`config.mk`:
```
export PLATFORM = sky130hd
export DESIGN_NAME = adc_display_driver
export DESIGN_NICKNAME = d
export VERILOG_FILES = /design/src/rtl/adc_display_driver_pkg.sv /design/src/rtl/adc_display_driver_seg7_decode.sv /design/src/rtl/adc_display_driver.sv
export SDC_FILE = /design/constraint.sdc
export NUM_CORES = 1
export LEC_CHECK = 0
export ABC_CLOCK_PERIOD_IN_PS = 3000
export CORE_MARGIN = 2
export CORE_UTILIZATION = 30
export CTS_BUF_LIST = sky130_fd_sc_hd__clkbuf_16
export DETAILED_ROUTE_END_ITERATION = 10
export HOLD_SLACK_MARGIN = 0.05
export SETUP_SLACK_MARGIN = 0.15
export SLEW_MARGIN = 40
export SYNTH_ARGS = -nofsm -noshare
export SYNTH_HDL_FRONTEND = slang
export SYNTH_SLANG_ARGS = --single-unit
```
`constraint.sdc`:
```
create_clock -name clk -period 3 [get_ports clk]
set_clock_uncertainty 0.05 [all_clocks]
set_input_delay 0.75 -clock clk [delete_from_list [all_inputs] [get_ports clk]]
set_output_delay 0.75 -clock clk [all_outputs]
set_load 0.1 [all_outputs]
```
`src/rtl/adc_display_driver_pkg.sv`:
```
`default_nettype none
// ==========================================================================
// adc_display_driver_pkg : FSM states, 7-segment/digit-enable constants, BCD step
// Rev 1.0
// ==========================================================================
package adc_display_driver_pkg;

  typedef enum logic [1:0] {
    ST_IDLE = 2'd0,
    ST_CONV = 2'd1,
    ST_DONE = 2'd2
  } state_t;

  // Active-low segment patterns, bit order {g,f,e,d,c,b,a}
  localparam logic [6:0] C_SEG_0     = 7'b1000000;
  localparam logic [6:0] C_SEG_1     = 7'b1111001;
  localparam logic [6:0] C_SEG_2     = 7'b0100100;
  localparam logic [6:0] C_SEG_3     = 7'b0110000;
  localparam logic [6:0] C_SEG_4     = 7'b0011001;
  localparam logic [6:0] C_SEG_5     = 7'b0010010;
  localparam logic [6:0] C_SEG_6     = 7'b0000010;
  localparam logic [6:0] C_SEG_7     = 7'b1111000;
  localparam logic [6:0] C_SEG_8     = 7'b0000000;
  localparam logic [6:0] C_SEG_9     = 7'b0010000;
  localparam logic [6:0] C_SEG_BLANK = 7'b1111111;

  localparam logic [2:0] C_AN_OFF   = 3'b111;
  localparam logic [2:0] C_AN_ONES  = 3'b110;
  localparam logic [2:0] C_AN_TENS  = 3'b101;
  localparam logic [2:0] C_AN_HUNDS = 3'b011;

  localparam int C_ITERATIONS = 8;

  // One double-dabble iteration on {bcd[11:0], bin[7:0]}
  function automatic logic [19:0] dd_step(input logic [19:0] i_work);
    logic [19:0] w_t;
    w_t = i_work;
    for (int d = 0; d < 3; d++) begin
      if (w_t[8+4*d +: 4] >= 4'd5) begin
        w_t[8+4*d +: 4] = w_t[8+4*d +: 4] + 4'd3;
      end
    end
    return {w_t[18:0], 1'b0};
  endfunction

endpackage
`default_nettype wire

```
`src/rtl/adc_display_driver_seg7_decode.sv`:
```
`default_nettype none
// ==========================================================================
// seg7_decode : BCD nibble to active-low 7-segment pattern with blanking
// Rev 1.0
// ==========================================================================
module seg7_decode
  import adc_display_driver_pkg::*;
(
  input  logic [3:0] i_nibble,
  input  logic       i_blank,
  output logic [6:0] o_seg
);

  always_comb begin
    o_seg = C_SEG_BLANK;
    if (!i_blank) begin
      case (i_nibble)
        4'd0:    o_seg = C_SEG_0;
        4'd1:    o_seg = C_SEG_1;
        4'd2:    o_seg = C_SEG_2;
        4'd3:    o_seg = C_SEG_3;
        4'd4:    o_seg = C_SEG_4;
        4'd5:    o_seg = C_SEG_5;
        4'd6:    o_seg = C_SEG_6;
        4'd7:    o_seg = C_SEG_7;
        4'd8:    o_seg = C_SEG_8;
        4'd9:    o_seg = C_SEG_9;
        default: o_seg = C_SEG_BLANK;
      endcase
    end
  end

endmodule
`default_nettype wire

```
`src/rtl/adc_display_driver.sv`:
```
`default_nettype none
// ==========================================================================
// adc_display_driver : 8-bit sample -> BCD (double-dabble) -> muxed 3-digit display
// Rev 1.0
// ==========================================================================
module adc_display_driver
  import adc_display_driver_pkg::*;
#(
  parameter int REFRESH_DIV = 1024,
  parameter bit BLANK_LZ    = 1'b1
) (
  input  logic        clk,
  input  logic        rst,
  input  logic [7:0]  sample,
  input  logic        sample_valid,
  output logic        busy,
  output logic [11:0] bcd,
  output logic [6:0]  seg,
  output logic [2:0]  an
);

  localparam int                 C_CNT_W   = $clog2(REFRESH_DIV);
  localparam logic [C_CNT_W-1:0] C_CNT_MAX = C_CNT_W'(REFRESH_DIV - 1);

  state_t       r_state;
  logic [19:0]  r_work;
  logic [2:0]   r_iter;
  logic [7:0]   r_pend;
  logic         r_pend_valid;
  logic         r_busy;
  logic [11:0]  r_bcd;

  logic [C_CNT_W-1:0] r_refresh;
  logic [1:0]         r_idx;
  logic [6:0]         r_seg;
  logic [2:0]         r_an;

  logic [19:0] w_step;
  logic [3:0]  w_nib;
  logic        w_blank;
  logic [2:0]  w_an_sel;
  logic [6:0]  w_seg;

  assign w_step = dd_step(r_work);

  always_ff @(posedge clk or negedge rst) begin
    if (!rst) begin
      r_state      <= ST_IDLE;
      r_work       <= 20'h00000;
      r_iter       <= 3'd0;
      r_pend       <= 8'h00;
      r_pend_valid <= 1'b0;
      r_busy       <= 1'b0;
      r_bcd        <= 12'h000;
    end else begin
      case (r_state)
        ST_IDLE: begin
          if (sample_valid) begin
            r_work  <= {12'h000, sample};
            r_iter  <= 3'd0;
            r_busy  <= 1'b1;
            r_state <= ST_CONV;
          end
        end
        ST_CONV: begin
          r_work <= w_step;
          r_iter <= r_iter + 3'd1;
          if (sample_valid) begin
            r_pend       <= sample;
            r_pend_valid <= 1'b1;
          end
          if (r_iter == 3'(C_ITERATIONS - 1)) begin
            r_state <= ST_DONE;
            r_busy  <= 1'b0;
            r_bcd   <= w_step[19:8];
          end
        end
        ST_DONE: begin
          // A strobe landing in this very cycle is newer than anything pending
          if (sample_valid || r_pend_valid) begin
            r_work       <= {12'h000, (sample_valid ? sample : r_pend)};
            r_iter       <= 3'd0;
            r_busy       <= 1'b1;
            r_pend_valid <= 1'b0;
            r_state      <= ST_CONV;
          end else begin
            r_state <= ST_IDLE;
          end
        end
        default: r_state <= ST_IDLE;
      endcase
    end
  end

  always_comb begin
    w_nib    = r_bcd[3:0];
    w_an_sel = C_AN_ONES;
    w_blank  = 1'b0;
    case (r_idx)
      2'd1: begin
        w_nib    = r_bcd[7:4];
        w_an_sel = C_AN_TENS;
        w_blank  = BLANK_LZ && (r_bcd[11:8] == 4'd0) && (r_bcd[7:4] == 4'd0);
      end
      2'd2: begin
        w_nib    = r_bcd[11:8];
        w_an_sel = C_AN_HUNDS;
        w_blank  = BLANK_LZ && (r_bcd[11:8] == 4'd0);
      end
      default: ;
    endcase
  end

  seg7_decode u_seg7_decode (
    .i_nibble (w_nib),
    .i_blank  (w_blank),
    .o_seg    (w_seg)
  );

  // The digit selected by r_idx is latched on the wrap edge, then the index advances
  always_ff @(posedge clk or negedge rst) begin
    if (!rst) begin
      r_refresh <= '0;
      r_idx     <= 2'd0;
      r_seg     <= C_SEG_BLANK;
      r_an      <= C_AN_OFF;
    end else if (r_refresh == C_CNT_MAX) begin
      r_refresh <= '0;
      r_idx     <= (r_idx == 2'd2) ? 2'd0 : r_idx + 2'd1;
      r_seg     <= w_seg;
      r_an      <= w_blank ? C_AN_OFF : w_an_sel;
    end else begin
      r_refresh <= r_refresh + 1'b1;
    end
  end

  assign busy = r_busy;
  assign bcd  = r_bcd;
  assign seg  = r_seg;
  assign an   = r_an;

endmodule
`default_nettype wire

```
# --- Word level (Yosys, flattened, before mapping) ---
# Memory sizes are Yosys's and may differ from the RTL's.
# Cells that the tools add are included.
# Widths: inputs -> output; s select.
classes:
  n_addsub: 6
  magnitude_cmp: 3
  eq_ne: 10
  n_mux: 27
  reduce_logical: 12
ops:
  columns: ["op", "count"]
  rows:
  - ["$pmux 20 s3", 1]
  - ["$mux 20", 2]
  - ["$ge 4x3->1 const B", 3]
  - ["$mux 3", 4]
  - ["$add 10x1->10 const B", 1]
  - ["$eq 10x10->1 const B", 1]
  - ["$mux 10", 1]
  - ["$pmux 3 s3", 1]
  - ["$add 4x2->4 const B", 2]
  - ["$logic_not 4->1", 2]
  - ["$mux 4", 2]
  - ["$mux 8", 1]
  - ["$ne 2x2->1 const B", 4]
  - ["$pmux 4 s2", 1]
  - ["$mux 7", 1]
  - ["$mux 2", 3]
  - ["$pmux 2 s3", 1]
  - ["$pmux 3 s2", 1]
  - ["$reduce_and 3->1", 2]
  - ["$mux 1", 5]
  - ["$eq 2x1->1 const B", 2]
  - ["$eq 2x2->1 const B", 2]
  - ["$pmux 1 s2", 2]
  - ["$reduce_and 2->1", 2]
  - ["11 further kinds", 11]
word_totals:
  ff_bits: 69
  romBits: 112
  in_bits: 11
  n_memories: 1
mem_list:
  columns: ["memory", "words", "width", "rd", "rd_ports_with_merged_regs", "write_ports", "line", "text"]
  rows:
  - ["(no name shown)", 16, 7, 1, 0, 0, "adc_display_driver_seg7_decode.sv:17", "case (i_nibble)"]

# --- Depth between registers and ports, before layout ---
# Gate-level depths: netlist (run 1).
logic_depth:
  ltp_word: 4
  ltp_mapped: 10
  mapped_depth_nobuf: 9

# --- Hierarchy ---
# From an unflattened synthesis (run 1), not the netlist that was laid out.
unflattened:
  cells_unflattened: 362
  area_unflattened_um2: 3783.6
modules_own_cells:
  columns: ["module", "n_inst", "cells_each", "area_each_um2", "seq_area_each_um2"]
  rows:
  - ["adc_display_driver", 1, 329, 3547.2, 1739.2]
  - ["seg7_decode", 1, 33, 236.5, 0.0]

# --- Least setup slack after synthesis (run 1) ---
# Ideal clock, no wire load.
synth_path:
  kind: "reg-to-reg"
  startpoint: "register r_bcd[9] (netlist: bcd[9])"
  endpoint: "register r_seg[3] (netlist: seg[3])"
  setup_time_ns: 0.083
  arrival_time_ns: 2.219
  t_required_ns: 2.867
  path_slack_ns: 0.648
  path_stages_with_launch: 6
  n_path_buf: 0
  synth_period_minus_slack_ns: 2.352
  cell_sequence: "dfrtp_1 -> a22oi_1 -> a21oi_1 -> ha_1 -> and2_1 -> o32a_1"
synth_between:
  elab_chain_cells: 4
  word_cells_on_any_way: 6
  classes_between: "mux (3); reduce/logical (2); memory (1)"
synth_lines:
  columns: ["item", "line", "text"]
  rows:
  - ["from (decl)", "adc_display_driver.sv:31", "logic [11:0] r_bcd;"]
  - ["from (signal assigned)", "adc_display_driver.sv:75", "r_bcd <= w_step[19:8];"]
  - ["parallel branches: the longest is 3 deep, another holds $mem_v2 16x7", null, null]
  - ["$mux 7 *", "adc_display_driver_seg7_decode.sv:16", "if (!i_blank) begin"]
  - ["to (signal assigned)", "adc_display_driver.sv:130", "r_seg <= w_seg;"]
  - ["to (decl)", "adc_display_driver.sv:35", "logic [6:0] r_seg;"]
# Every way passes the cells marked *.
# A chain may end at the register's enable or synchronous reset.

# --- Worst setup path after layout (run 1) ---
layout_path:
  startpoint: "register r_state[0]"
  endpoint: "register r_work[17]"
layout_between:
  elab_chain_cells: 3
  word_cells_on_any_way: 8
  classes_between: "eq/ne (4); mux (1); reduce/logical (3)"
layout_lines:
  columns: ["item", "line", "text"]
  rows:
  - ["from (decl)", "adc_display_driver.sv:25", "state_t r_state;"]
  - ["from (signal assigned)", "adc_display_driver.sv:48", "r_state <= ST_IDLE;"]
  - ["from (signal assigned)", "adc_display_driver.sv:62", "r_state <= ST_CONV;"]
  - ["from (signal assigned)", "adc_display_driver.sv:73", "r_state <= ST_DONE;"]
  - ["$eq 2x2->1 (tied with other cells)", "adc_display_driver.sv:56", "case (r_state)"]
  - ["$ne 2x2->1 (no source line) or $reduce_bool 3->1 (tied branches)", null, null]
  - ["$reduce_and 3->1 (no source line)", null, null]
  - ["to (signal assigned)", "adc_display_driver.sv:59", "r_work <= {12'h000, sample};"]
  - ["to (signal assigned)", "adc_display_driver.sv:66", "r_work <= w_step;"]
  - ["to (signal assigned)", "adc_display_driver.sv:81", "r_work <= {12'h000, (sample_valid ? sample : r_pend)};"]
  - ["to (decl)", "adc_display_driver.sv:26", "logic [19:0] r_work;"]
# Parallel ways exist; a longest one is shown, timed or not.

==> summary.txt, run 1 <==
Outcome
  • Status: finished clean

Critical path
  • Crit path buffers/inverters: 2
  • Cell breakdown of the critical path: inv_1 > ha_1 > clkinv_1 > nor2_1 > nand2_1 > o22ai_1
  • RR Endpoint: r_work[17]
  • Worst R2R Start: r_state[0]
  • CP Class: reg -> reg
  • Nature of the critical path endpoint: flip-flop
  • R2R depth: 6
  • Cell family with most CP delay: simple AND/OR/NAND/NOR gates
  • Max incr delay on CP: 0.49 ns
  • Crit path max fanout: 10
  • Worst EP arrival: 2.52 ns
  • Startpoint Class: flip-flop
  • Critical Path Sink: r_work[17]
  • Cell count along the critical path: 6
  • Reg2Reg Setup Slack: 0.67 ns
  • Slowest cell on the critical path: ha_1
  • WP data required: 3.19 ns
  • Setup crit start: r_state[0]

Drt
  • Antenna viol nets, final: 0
  • DRT Wirelength: 7.15 mm
  • DRC viols: 0
  • DR WL/cell: 13.5 um
  • First-pass DRT Iterations: 4
  • Via density: 4.89
  • DR iter-0 viols: 142
  • Vias: 2581

Synthesis
  • Mapped Area: 0.00349 mm^2
  • Post-synthesis cell count: 346
  • Synth Area per Inst: 10.1 um^2
  • Number of synthesized flops with an enable pin: 0
  • Yosys warnings: 0
  • Post-synthesis async set-or-reset flop share: 1.00
  • Syn_nets: 379
  • Primary FF master, synth: dfrtp_1
  • Part of the Yosys area used for sequential elements: 0.498
  • Distinct cells, synth: 45
  • Synth Register Bits: 69

Finish
  • Fin util: 0.371
  • Layout area overhead: 20.8%
  • # fillers: 1149
  • Ant diodes: 0
  • Layout Nets: 413
  • Most frequent cells in the layout: dfrtp_1 (59), nand2_1 (53), o21ai_0 (34), buf_4 (26), ha_1 (22)
  • Ratio of cells with drive above 1 in the final layout: 0.184
  • Commonest non-fill, non-tap cell in the layout: dfrtp_1

Run
  • MaxCap Viol Count: 0

Global routing
  • Met3 global-route usage: 0.0370
  • Initial antenna violation count: 0
  • Most used routing layer: met2
  • Largest net degree at the start of global routing: 70
  • Vias in the first global route: 2470
  • Global-route wire length before repair: 12.4 mm
  • Grt met1 use: 0.176
  • GRT Util Overall: 0.122
  • Met2 Use GR: 0.181
  • Global route total overflow: 0

STA
  • Normalized max-slew margin: 0.582
  • Slew @ Worst Pin: 0.626 ns
  • Slew Viols, Final: 0
  • Fin Setup TNS: 0 ns
  • Tmin final: 2.33 ns
  • Final Hold Viols: 0
  • Max Clk Rate: 429 MHz
  • Final Cycle Share: 0.776
  • Final Setup Violations: 0
  • Unrepaired setup endpoints after global routing: false

Floorplan
  • Die ar.: 0.0125 mm^2
  • Core Area: 0.0114 mm^2
  • # rows: 39
  • Horiz. Die Dim: 112 um
  • Initial core utilization: 0.307
  • Die height: 112 um
  • Top Ports: 34

Clock tree
  • Max clock buf depth: 2
  • Post-CTS Setup Inserts: 0
  • Number of CTS-inserted buffers: 9
  • Clk pin slew, worst setup/hold paths: 0.06 ns
  • CTS root buffer: clkbuf_16
  • Worst skew pair latency: 0.33 ns
  • Post-CTS Resized: 0
  • Post-CTS Hold Buffers: 0
  • TritonCTS sink count: 69
  • Htree depth: 3
  • CTS tree: yes

Power and ir drop
  • Final Power: 3000 uW
  • Max VDD drop: 0.000502 V
  • Lkg Pwr: 0.00186 uW
  • Pwr Density: 711 mW/mm^2

Placement
  • Port buffer count: 33
  • DP HPWL: 5.08 mm
  • GPL Wtd Cong: 0.792

Min path
  • Hold crit path type: in -> async
layer usage:
| metal | vias to the layer above | part of all wire | wire (um) |
|---|---|---|---|
| li1 | 1301 | - | - |
| met2 | 44 | 0.46 | 3300 |
| met4 | 0 | 0.0080 | 57 |
| met1 | 1230 | 0.49 | 3510 |
| met5 | - | 0 | 0 |
| met3 | 6 | 0.038 | 273 |
registers in the layout (all words and copies together), names as in the netlist:
signal        count
r_state           2
r_pend_valid      1
bcd              12
r_idx             2
r_work           20
r_pend            8
r_refresh        10
seg               7
r_iter            3
an                3
busy              1
cells by family after synthesis:
kind of cell / Yosys count / synth area share
AND/OR/NAND/NOR: 103 / 0.133
AO/OA/AOI/OAI: 94 / 0.177
flip-flops: 69 / 0.498
buffers and inverters: 32 / 0.0351
adder cells (fa/ha/maj): 22 / 0.0789
multiplexers: 16 / 0.0520
XOR/XNOR: 10 / 0.0251
cell type report:
class / count / area [um^2] / area share
inverters: 18 / 67.6 / 0.0160
repair buffers: 37 / 310 / 0.0736
clock buffers: 9 / 225 / 0.0534
well taps: 143 / 179 / 0.0424
clock inverters: 7 / 66.3 / 0.0157
multi-input cells: 245 / 1630 / 0.386
flip-flops and latches: 69 / 1740 / 0.413
metrics by stage:
| step | setup slack [ns] | instances | hold WS (ns) | area, um^2 |
|---|---|---|---|---|
| final | 0.672 | 528 | 0.385 | 4220 |
| after detailed placement | 0.695 | 512 | 0.418 | 3920 |
| after CTS | 0.676 | 528 | 0.409 | 4220 |
| after global placement | 0.754 | 512 | 0.404 | 3920 |
| after global routing | 0.404 | 528 | 0.427 | 4220 |
| after floorplan | 0.648 | 346 | 0.393 | 3490 |
worst min path at each step:
stage                 endpoint  slack (ns)  cells after the start
detailed placement   r_iter[2]        0.42                      2
finish              r_work[15]        0.39                      2
global route           bcd[11]        0.43                      2
CTS                 r_work[19]        0.41                      2
floorplan            r_iter[1]        0.39                      2
global placement     r_iter[1]        0.40                      2
synth_stat cells, drive strengths merged, types with 2 or more instances:
library cell	count	area share
dfrtp	59	0.42
nand2	53	0.057
o21ai	34	0.049
ha	22	0.079
nor2	21	0.023
a21oi	17	0.024
inv	17	0.018
mux2	14	0.045
clkbuf	12	0.013
dfstp	10	0.075
a222oi	7	0.020
nand3	7	0.010
nor3b	6	0.013
o22ai	6	0.011
xnor2	6	0.015
a22o	4	0.010
a32o	4	0.011
nand2b	4	0.0072
o22a	4	0.010
xor2	4	0.010
a22oi	3	0.0065
nor3	3	0.0057
o31ai	3	0.0065
a31oi	2	0.0036
and2	2	0.0036
buf	2	0.0029
mux2i	2	0.0068
nand4	2	0.0054
nor4	2	0.0036
o32a	2	0.0057
power breakdown:
group	internal (uW)	switching (uW)
clock network	636	384
registers	1080	97.4
logic	318	477
(Power assumes the default switching activity.)
==> run 2, diff against run 1 <==
--- a/config.mk
+++ b/config.mk
@@ -5,7 +5,7 @@
 export SDC_FILE = /design/constraint.sdc
 export NUM_CORES = 1
 export LEC_CHECK = 0
-export ABC_CLOCK_PERIOD_IN_PS = 3000
+export ABC_CLOCK_PERIOD_IN_PS = 2420
 export CORE_MARGIN = 2
 export CORE_UTILIZATION = 30
 export CTS_BUF_LIST = sky130_fd_sc_hd__clkbuf_16
==> constraint.sdc (replaced) <==
create_clock -name clk -period 2.42 [get_ports clk]
set_clock_uncertainty 0.05 [all_clocks]
set_input_delay 0.605 -clock clk [delete_from_list [all_inputs] [get_ports clk]]
set_output_delay 0.605 -clock clk [all_outputs]
set_load 0.1 [all_outputs]
==> run 2 against run 1 <==
Net effect: flip-flop and latch count is the same; sequential power grew 24%; worst hold slack lost 0.12 ns; total power grew 24%; setup slack lost 0.37 ns; largest power group unchanged; first-iteration DRC count shrank 5.6%; clock power grew 22%; critical path depth grew 1.
==> summary.txt, run 2 (synthesis results as in run 1) <==
Global routing
  • Global-route wire length before repair: 12.7 mm (+2.3%)
  • GRT Util Overall: 0.124 (+0.00157)
  • Vias in the first global route: 2626 (+6.3%)
  • Global route total overflow: 0 (unchanged)
  • Largest net degree at the start of global routing: 70 (unchanged)
  • Initial antenna violation count: 0 (unchanged)

STA
  • Unrepaired setup endpoints after global routing: false
  • Final Hold Viols: 0 (unchanged)
  • Fin Setup TNS: 0 ns (unchanged)
  • Slew Viols, Final: 0 (unchanged)
  • Final Cycle Share: 0.876 (+0.0996)
  • Final Setup Violations: 0 (unchanged)
  • Slew @ Worst Pin: 0.379 ns (-0.246 ns)
  • Normalized max-slew margin: 0.747 (+0.165)
  • Max Clk Rate: 472 MHz (+9.9%)
  • Final worst slack: 0.301 ns (-0.371 ns)
  • Tmin final: 2.12 ns (-0.209 ns)

Drt
  • DR WL/cell: 13.7 um (+0.93%)
  • Vias: 2632 (+2.0%)
  • Via density: 4.95 (+1.2%)
  • DR iter-0 viols: 134 (-5.6%)
  • DRT Wirelength: 7.27 mm (+1.7%)
  • First-pass DRT Iterations: 6 (+2)
  • DRC viols: 0 (unchanged)
  • Antenna viol nets, final: 0 (unchanged)

Finish
  • Commonest non-fill, non-tap cell in the layout: dfrtp_1
  • Ratio of cells with drive above 1 in the final layout: 0.208 (+0.0238)
  • Reg with most FFs: r_work
  • Layout area overhead: 22.2%
  • Most frequent cells in the layout: dfrtp_1 (56), nand2_1 (53), o21ai_0 (34), buf_4 (31)
  • Ant diodes: 0 (unchanged)
  • Layout Nets: 418 (+1.2%)
  • Max reg flops: 20 (unchanged)

Floorplan
  • Die ar.: 0.0125 mm^2 (unchanged)
  • # rows: 39 (unchanged)
  • Die height: 112 um (unchanged)
  • Horiz. Die Dim: 112 um (unchanged)
  • Core Area: 0.0114 mm^2 (unchanged)
  • Top Ports: 34 (unchanged)
  • Initial core utilization: 0.307 (unchanged)

Critical path
  • WP data required: 2.62 ns (-0.57 ns)
  • RR Endpoint: seg[3]
  • Worst R2R Start: r_idx[0]
  • Crit path max fanout: 9 (-1)
  • Nature of the critical path endpoint: flip-flop
  • Setup crit start: r_idx[0]
  • Reg2Reg Setup Slack: 0.30 ns (-0.37 ns)
  • CP Class: reg -> reg
  • Critical Path Sink: seg[3]
  • Worst EP arrival: 2.32 ns (-0.20 ns)
  • Startpoint Class: flip-flop
  • R2R depth: 7 (+1)

Power and ir drop
  • Pwr Density: 874 mW/mm^2 (+23%)
  • Lkg Pwr: 0.00188 uW (+1.3%)
  • Max VDD drop: 0.000611 V (+22%)

Clock tree
  • CTS tree: yes
  • Max clock buf depth: 2 (unchanged)
  • TritonCTS sink count: 69 (unchanged)
  • CTS root buffer: clkbuf_16
  • Worst skew pair latency: 0.32 ns (about the same)
  • Clk pin slew, worst setup/hold paths: 0.06 ns (about the same)
  • Number of CTS-inserted buffers: 9 (unchanged)
  • Htree depth: 3 (unchanged)

Outcome
  • Status: finished clean

Run
  • MaxCap Viol Count: 0 (unchanged)

Placement
  • GPL Wtd Cong: 0.796 (+0.44%)
  • Port buffer count: 33 (unchanged)
  • DP HPWL: 5.25 mm (+3.4%)
  • Dpl ws: 0.172 ns (-0.523 ns)

Min path
  • Hold crit path type: in -> async
[run 2: cell types whose count changed in the layout (fill, tap and decap cells not counted), moves of 2 or more]
cell | before | now
clkinvlp_4 | 2 | 0
a21oi_1 | 17 | 15
dfrtp_2 | 0 | 3
dfrtp_1 | 59 | 56
a21oi_2 | 0 | 2
buf_4 | 26 | 31
[run 2: how the worst min path moves through the flow]
| stage | end | cells past startpoint | start | slack, ns |
|---|---|---|---|---|
| 2_1_floorplan | bcd[0] | 0 | rst | 0.26 |
| 3_5_place_dp | r_iter[2] | 2 | r_iter[2] | 0.42 |
| 5_1_grt | bcd[11] | 2 | rst | 0.28 |
| 6_report | bcd[9] | 2 | rst | 0.26 |
| 3_3_place_gp | r_iter[1] | 2 | r_iter[1] | 0.40 |
| 4_1_cts | r_refresh[8] | 2 | rst | 0.27 |
[run 2: metal layers]
metal	wire, um	up-vias	share of wire	GRT usage
met4	63	0	0.0087	0.0379
met2	3550	60	0.49	0.201
li1	-	1314	-	-
met3	301	4	0.041	0.0376
met1	3350	1254	0.46	0.160
met5	0	-	0	0
[run 2: area by class of cell]
class                           count  area, um^2
Sequential cell                    69        1740
Clock inverter                      6        56.3
Timing Repair Buffer               42         348
Tap cell                          143         179
Clock buffer                        9         225
Multi-Input combinational cell    245        1650
Inverter                           18        67.6
Fill cell                        1133        7100
[run 2: worst max-delay path: stages, from the launching register on]
cell,delay [ns]
dfrtp_1,0.38
inv_1,0.09
ha_2,0.45
nor2_1,0.07
a21o_1,0.22
ha_1,0.32
and2_1,0.14
o32a_1,0.32
[run 2: timing repair]
action / in CTS / in global routing
hold buffers: 0 / 0
gates resized for setup: 0 / 4
setup endpoints to repair: 0 / 5
buffers inserted: 0 / 0
[run 2: report_power, final]
| group | switching, uW | internal [uW] |
|---|---|---|
| Sequential | 118 | 1340 |
| Clock | 457 | 781 |
| Combinational | 589 | 436 |
| Total | 1160 | 2560 |
[run 2: per-stage QoR]
stage                     instance area [um^2]  hold WS [ns]  cells  utilization  total power (uW)
after floorplan                           3490         0.259    346            -              2210
after global placement                    3970         0.404    517        0.349              2480
after detailed placement                  3970         0.422    517        0.349              2510
after CTS                                 4250         0.273    532        0.374              3770
after global routing                      4270         0.285    532        0.375              4000
final                                     4270         0.263    532        0.375              3730
